[src/rtl/align_shift_pipe_if.sv]
// Valid/ready word bundle for align_shift_pipe.
// The upstream side carries a significand with its shift controls; the downstream side carries the shifted word and sticky.
interface align_shift_pipe_if #(
  parameter int SWR = 26,
  parameter int EWR = 5
) ();
  logic           valid_i;
  logic           ready_o;
  logic [SWR-1:0] Data_i;
  logic           left_right_i;
  logic [EWR-1:0] Shift_Value_i;
  logic           bit_shift_i;
  logic           valid_o;
  logic           ready_i;
  logic [SWR-1:0] Data_o;
  logic           sticky_o;

  // A word moves on a rising edge where valid and ready are both 1. valid and its payload
  // stay stable until that edge. ready may change freely and never waits on valid.
  modport slave (
    input  valid_i, Data_i, left_right_i, Shift_Value_i, bit_shift_i, ready_i,
    output ready_o, valid_o, Data_o, sticky_o
  );
  modport master (
    output valid_i, Data_i, left_right_i, Shift_Value_i, bit_shift_i, ready_i,
    input  ready_o, valid_o, Data_o, sticky_o
  );
endinterface

[src/rtl/align_shift_pipe.sv]
// Pipelined logarithmic left/right barrel shifter with fill bit and right-shift sticky.
// Register cuts are selectable per level, and the output register is always present.
module align_shift_pipe #(
  parameter int             SWR       = 26,
  parameter int             EWR       = 5,
  parameter logic [EWR-1:0] PIPE_CUT  = 5'b00100,
  parameter bit             STICKY_EN = 1'b1
) (
  input logic               clk,
  input logic               rst,
  align_shift_pipe_if.slave bus
);
  // The last level always registers, so the top bit of PIPE_CUT has no effect.
  localparam logic [EWR-1:0] REG_MASK = {1'b1, PIPE_CUT[EWR-2:0]};

  typedef struct packed {
    logic           v;
    logic [SWR-1:0] d;
    logic           left;
    logic           fill;
    logic [EWR-1:0] amt;
    logic           sat;
    logic           stk;
  } stage_t;

  stage_t [EWR-1:0] w_in;
  stage_t [EWR-1:0] w_out;
  logic   [EWR-1:0] w_en;
  logic             w_sat;
  stage_t [EWR-1:0] r_q;

  // On a saturating right shift, later levels drop fill bits rather than data bits.
  // Sticky is therefore taken once from the whole input word, and the per-level OR is gated off.
  function automatic stage_t level_f(stage_t s, int k);
    stage_t o;
    int     sh;
    o  = s;
    sh = 1 << k;
    if (s.amt[k]) begin
      for (int i = 0; i < SWR; i++) begin
        if (s.left) o.d[i] = (i >= sh) ? s.d[i-sh] : s.fill;
        else        o.d[i] = (i + sh < SWR) ? s.d[i+sh] : s.fill;
        if (!s.left && !s.sat && i < sh) o.stk = o.stk | s.d[i];
      end
    end
    return o;
  endfunction

  always_comb begin
    w_sat = int'(bus.Shift_Value_i) >= SWR;
    w_in  = '0;
    w_out = '0;
    w_en  = '0;
    w_in[0] = '{v: bus.valid_i, d: bus.Data_i, left: bus.left_right_i, fill: bus.bit_shift_i,
                amt: bus.Shift_Value_i, sat: w_sat,
                stk: w_sat & ~bus.left_right_i & (|bus.Data_i)};
    w_out[0] = level_f(w_in[0], 0);
    for (int k = 1; k < EWR; k++) begin
      w_in[k]  = REG_MASK[k-1] ? r_q[k-1] : w_out[k-1];
      w_out[k] = level_f(w_in[k], k);
    end
    // Each level reports the load enable of the first register at or after it.
    w_en[EWR-1] = ~r_q[EWR-1].v | bus.ready_i;
    for (int k = EWR - 2; k >= 0; k--)
      w_en[k] = REG_MASK[k] ? (~r_q[k].v | w_en[k+1]) : w_en[k+1];
  end

  always_ff @(posedge clk or negedge rst) begin
    if (!rst) begin
      r_q <= '0;
    end else begin
      for (int k = 0; k < EWR; k++) begin
        if (REG_MASK[k] && w_en[k]) begin
          if (w_out[k].v) r_q[k]   <= w_out[k];
          else            r_q[k].v <= 1'b0;
        end
      end
    end
  end

  assign bus.ready_o  = rst & w_en[0];
  assign bus.valid_o  = r_q[EWR-1].v;
  assign bus.Data_o   = r_q[EWR-1].d;
  assign bus.sticky_o = STICKY_EN & r_q[EWR-1].stk;
endmodule

[src/flat_wrapper.sv]
// flat-port wrapper written by rule: the top's interface ports become plain ports
module align_shift_pipe_flat 
#(
  parameter int             SWR       = 26,
  parameter int             EWR       = 5,
  parameter logic [EWR-1:0] PIPE_CUT  = 5'b00100,
  parameter bit             STICKY_EN = 1'b1
)
  (clk, rst, bus_valid_i, bus_Data_i, bus_left_right_i, bus_Shift_Value_i, bus_bit_shift_i, bus_ready_i, bus_ready_o, bus_valid_o, bus_Data_o, bus_sticky_o);
  align_shift_pipe_if #(.SWR(SWR), .EWR(EWR)) bus_i ();
  input logic clk;
  input logic rst;
  input wire logic [$bits(bus_i.valid_i)-1:0] bus_valid_i;
  input wire logic [$bits(bus_i.Data_i)-1:0] bus_Data_i;
  input wire logic [$bits(bus_i.left_right_i)-1:0] bus_left_right_i;
  input wire logic [$bits(bus_i.Shift_Value_i)-1:0] bus_Shift_Value_i;
  input wire logic [$bits(bus_i.bit_shift_i)-1:0] bus_bit_shift_i;
  input wire logic [$bits(bus_i.ready_i)-1:0] bus_ready_i;
  output wire logic [$bits(bus_i.ready_o)-1:0] bus_ready_o;
  output wire logic [$bits(bus_i.valid_o)-1:0] bus_valid_o;
  output wire logic [$bits(bus_i.Data_o)-1:0] bus_Data_o;
  output wire logic [$bits(bus_i.sticky_o)-1:0] bus_sticky_o;
  assign bus_i.valid_i = bus_valid_i;
  assign bus_i.Data_i = bus_Data_i;
  assign bus_i.left_right_i = bus_left_right_i;
  assign bus_i.Shift_Value_i = bus_Shift_Value_i;
  assign bus_i.bit_shift_i = bus_bit_shift_i;
  assign bus_i.ready_i = bus_ready_i;
  assign bus_ready_o = bus_i.ready_o;
  assign bus_valid_o = bus_i.valid_o;
  assign bus_Data_o = bus_i.Data_o;
  assign bus_sticky_o = bus_i.sticky_o;
  align_shift_pipe #(.SWR(SWR), .EWR(EWR), .PIPE_CUT(PIPE_CUT), .STICKY_EN(STICKY_EN)) u_core (.clk(clk), .rst(rst), .bus(bus_i));
endmodule
[config.mk]
export PLATFORM = sky130hd
export DESIGN_NAME = align_shift_pipe_flat
export DESIGN_NICKNAME = d
export VERILOG_FILES = /design/src/rtl/align_shift_pipe_if.sv /design/src/rtl/align_shift_pipe.sv /design/src/flat_wrapper.sv
export SDC_FILE = /design/constraint.sdc
export NUM_CORES = 1
export LEC_CHECK = 0
export ABC_AREA = 1
export BUFFER_PORTS_ARGS = -buffer_cell sky130_fd_sc_hd__buf_2
export CORE_ASPECT_RATIO = 1.2
export CORE_MARGIN = 8
export CORE_UTILIZATION = 45
export CTS_BUF_LIST = sky130_fd_sc_hd__clkbuf_16
export DETAILED_ROUTE_END_ITERATION = 10
export GPL_TIMING_DRIVEN = 0
export PLACE_DENSITY = 0.67
export SLEW_MARGIN = 20
export SYNTH_ARGS = -nofsm -noshare
export SYNTH_HDL_FRONTEND = slang
export SYNTH_SLANG_ARGS = --single-unit
[constraint.sdc]
create_clock -name clk -period 1.5 [get_ports clk]
set_input_delay 0.15 -clock clk [delete_from_list [all_inputs] [get_ports clk]]
set_output_delay 0.15 -clock clk [all_outputs]
set_load 0.01 [all_outputs]
==> flow_metrics.py <==
metrics = {
    "drt": {
        "wirelength_um": 18900,
        "routed_wire_length_per_instance_um": 18.3,
        "drc_errors": 0,
        "routed_via_density": 5.68,
        "antenna_left": 0,
        "route.vias.total": 5873,
        "dr.pass1.iters": 5,
        "first_iter_violations": 450,
    },
    "clocking": {
        "numCtsBuffers": 9,
        "clock_root_cell": "clkbuf_16",
        "clock_latency_reported_for_the_late_side_of_the_worst_skew_pair_ns": 0.33,
        "cts_max_path_buffers": 2,
        "clk_pin_slew_ns": 0.06,
        "htree_num_levels": 3,
        "tritoncts_clock_tree": "built",
        "clock_sinks": 61,
    },
    "die": {
        "effective_utilization_at_floorplan_pct": 46.0,
        "ios": 66,
        "floorplan.die.height_um": 132,
        "fp.dieW_um": 113,
        "fp.dieArea_um2": 14900,
        "std_cell_rows": 42,
        "core_region_area_um2": 11000,
    },
    "critical_path": {
        "critPathCaptureType": "flip-flop",
        "start_kind": "flip-flop",
        "timing.critical_path.arrival_ns": 1.91,
        "cp_max_fo": 7,
        "critPathRequiredTime_ns": 1.71,
        "critPathKind": "reg2reg",
    },
    "sta": {
        "setup_viol_count_final": 18,
        "skew_ns": 0.00792,
        "clock_period_minus_final_worst_setup_slack_ns": 1.70,
        "pnr_worst_setup_slack_ns": -0.198,
        "setup_tns_final_ns": -1.98,
        "tightestPinTransition_ns": 0.763,
        "max_slew_margin_pct": 49.2,
        "finalHoldViolCount": 61,
        "grt_setup_unrepaired": "yes",
        "report.final.slew_viol_count": 0,
        "final.hold.worst_slack_ns": -0.107,
        "max_freq_ghz": 0.589,
        "period_share_pct": 113,
    },
    "layout": {
        "multi_input_logic_area_um2": 3070,
        "regArea_um2": 1530,
        "finalNetCount": 934,
        "layout.filler_cells": 1100,
        "layout.cell_area.non_filler_um2": 6320,
        "syn_to_final_growth_pct": 25.2,
        "antenna_cells_inserted": 0,
        "drive_above_1_share_pct": 26.4,
    },
    "synthesis": {
        "synth.ff_latch_count": 61,
        "post_synth_inst_count": 801,
        "synth_warnings": 0,
        "synthArstFlopShare_pct": 100,
        "netlist.top_cell.by_area": "dfrtp_1",
        "synth_sequential_area_ratio_pct": 30.2,
        "ranking_of_synthesized_cells_by_area": "dfrtp_1 (30%), nand2_1 (18%), o21ai_0 (7.6%)",
        "synth_area_per_cell_um2": 6.31,
        "ys_types": 35,
        "synth.top_cell.area_share_pct": 30.2,
        "syn-num-nets": 838,
        "synth_area_um2": 5050,
        "synth_top_cells_by_count": "nand2_1 (247), o21ai_0 (77), nand3_1 (62), nor2_1 (62), dfrtp_1 (61)",
        "synth.most_common_cell": "nand2_1",
        "yosys_most_used_dff": "dfrtp_1",
        "post_synth_edffs": 0,
    },
    "placed_design": {
        "place.port_buffers": 63,
        "dpl_cell_area_um2": 5530,
        "dp.final_hpwl_um": 14200,
        "routabilityCongestion": 0.983,
        "placement.setup.worst_slack_ns": -0.435,
    },
    "power_and_ir_drop": {
        "sw_ratio_pct": 38.2,
        "comb_power_share_pct": 43.2,
        "cellLeakagePower_nw": 3.10,
        "power.density_nw_per_um2": 1310,
        "cellInternalPower_w": 0.00511,
        "relative_contribution_of_sequential_cells_to_total_power_pct": 30.1,
        "power.ir.vdd_worst_mv": 0.544,
        "clk_network_pwr_share_pct": 26.8,
        "fin_total_pwr_w": 0.00828,
        "power.switching_w": 0.00317,
    },
    "global_route": {
        "grt_first_pass_wirelength_um": 29400,
        "global_route.overflow_total": 0,
        "grt_most_used_layer": "met2",
        "grt_use_met3_pct": 3.67,
        "number_of_global_route_vias_before_repair": 5637,
        "pin_count_of_the_biggest_net_entering_global_routing": 63,
        "grt_use_total_pct": 24.6,
        "antenna_found_initial": 0,
        "grt_util_met1_pct": 27.1,
        "met2_usage_pct": 43.6,
    },
    "status": {
        "outcome": "finished, violations left",
        "violations": "negative hold slack, negative setup slack",
    },
    "worst_hold_path": {
        "timing.hold.worst.class": "in2async",
    },
    "job": {
        "max_cap_violations": 0,
    },
}
==> metal layers <==
metal / part of all wire (%) / up-vias
met4: 5.1 / 0
met1: 39 / 2743
met2: 50 / 245
li1: - / 2823
met3: 5.5 / 62
met5: 0 / -
==> metrics by stage <==
stage / cells / utilization (%)
6_report: 1034 / 57.6
5_1_grt: 1034 / 57.6
4_1_cts: 1024 / 55.3
3_5_place_dp: 996 / 50.4
3_3_place_gp: 996 / 50.4
2_1_floorplan: 801 / -
==> worst max-delay path: stages (launching register included) <==
cell,delay [ns]
dfrtp_2,0.47
nand2_2,0.11
inv_2,0.05
nor2_4,0.20
buf_6,0.14
a22oi_2,0.09
nor3_2,0.21
nand2_1,0.07
o21ai_1,0.14
a21oi_1,0.08
==> placed cells by master (no fill, tap or decap), types with 6 or more instances in the layout <==
| master | instances |
|---|---|
| or2_2 | 10 |
| clkbuf_16 | 9 |
| nand2_1 | 240 |
| inv_1 | 43 |
| o211ai_1 | 14 |
| clkbuf_1 | 11 |
| o21ai_0 | 47 |
| clkbuf_2 | 6 |
| dfrtp_1 | 58 |
| a22o_1 | 6 |
| o21ai_2 | 20 |
| nand3_1 | 61 |
| a21oi_2 | 8 |
| buf_6 | 15 |
| nor2_1 | 59 |
| o21ai_1 | 40 |
| a21oi_1 | 47 |
| nor4_1 | 6 |
| buf_2 | 69 |
| buf_4 | 52 |
==> power groups by stage <==
stage	sequential, W	clock (W)	combinational (W)
2_1_floorplan	0.00236	0	0.00211
3_3_place_gp	0.00247	0	0.00304
3_5_place_dp	0.00248	0	0.00307
4_1_cts	0.00247	0.00223	0.00329
5_1_grt	0.00254	0.00229	0.00391
6_report	0.00249	0.00222	0.00357
==> registers in the layout (all words and copies together) (netlist names) <==
| name | cells |
|---|---|
| u_core.bus.Data_o | 26 |
| u_core.bus.valid_o | 1 |
| u_core.r_q | 33 |
| u_core.bus.sticky_o | 1 |
==> kinds of logic after synthesis <==
group,synth area share [%]
AND/OR/NAND/NOR,33.5
AO/OA/AOI/OAI,23.1
buffers and inverters,13.2
flip-flops,30.2
==> worst paths after layout <==
check | slack [ns] | from | endpoint | cells after the start
hold reg to reg | 0.47 | u_core.bus.Data_o[24] | u_core.bus.Data_o[24] | 2
setup / recovery | -0.20 | u_core.r_q[80] | u_core.bus.sticky_o | 9
max in group asynchronous | 1.06 | rst | u_core.r_q[80] | 1
hold / removal | -0.11 | rst | u_core.bus.Data_o[18] | 1
min in group clk | 0.11 | bus_ready_i | u_core.bus.valid_o | 4
setup reg to reg | -0.20 | u_core.r_q[80] | u_core.bus.sticky_o | 9
==> timing repair <==
| item | CTS | global route |
|---|---|---|
| setup buffers | 12 | 9 |
| endpoints found under the hold margin | 61 | 55 |
| pin swaps | 7 | 22 |
| resized for setup | 64 | 69 |
| setup endpoints to repair | 58 | 41 |
| cloned | 1 | 2 |
==> layout make-up <==
cell class | count | area share [%]
clock buffers | 9 | 3.56
well taps | 132 | 2.61
inverters | 50 | 3.11
plain buffers | 77 | 8.74
repair buffers | 84 | 7.75
clock inverters | 7 | 1.42
flip-flops and latches | 61 | 24.2
multi-input cells | 614 | 48.6
Power figures use the tool's default switching activity.
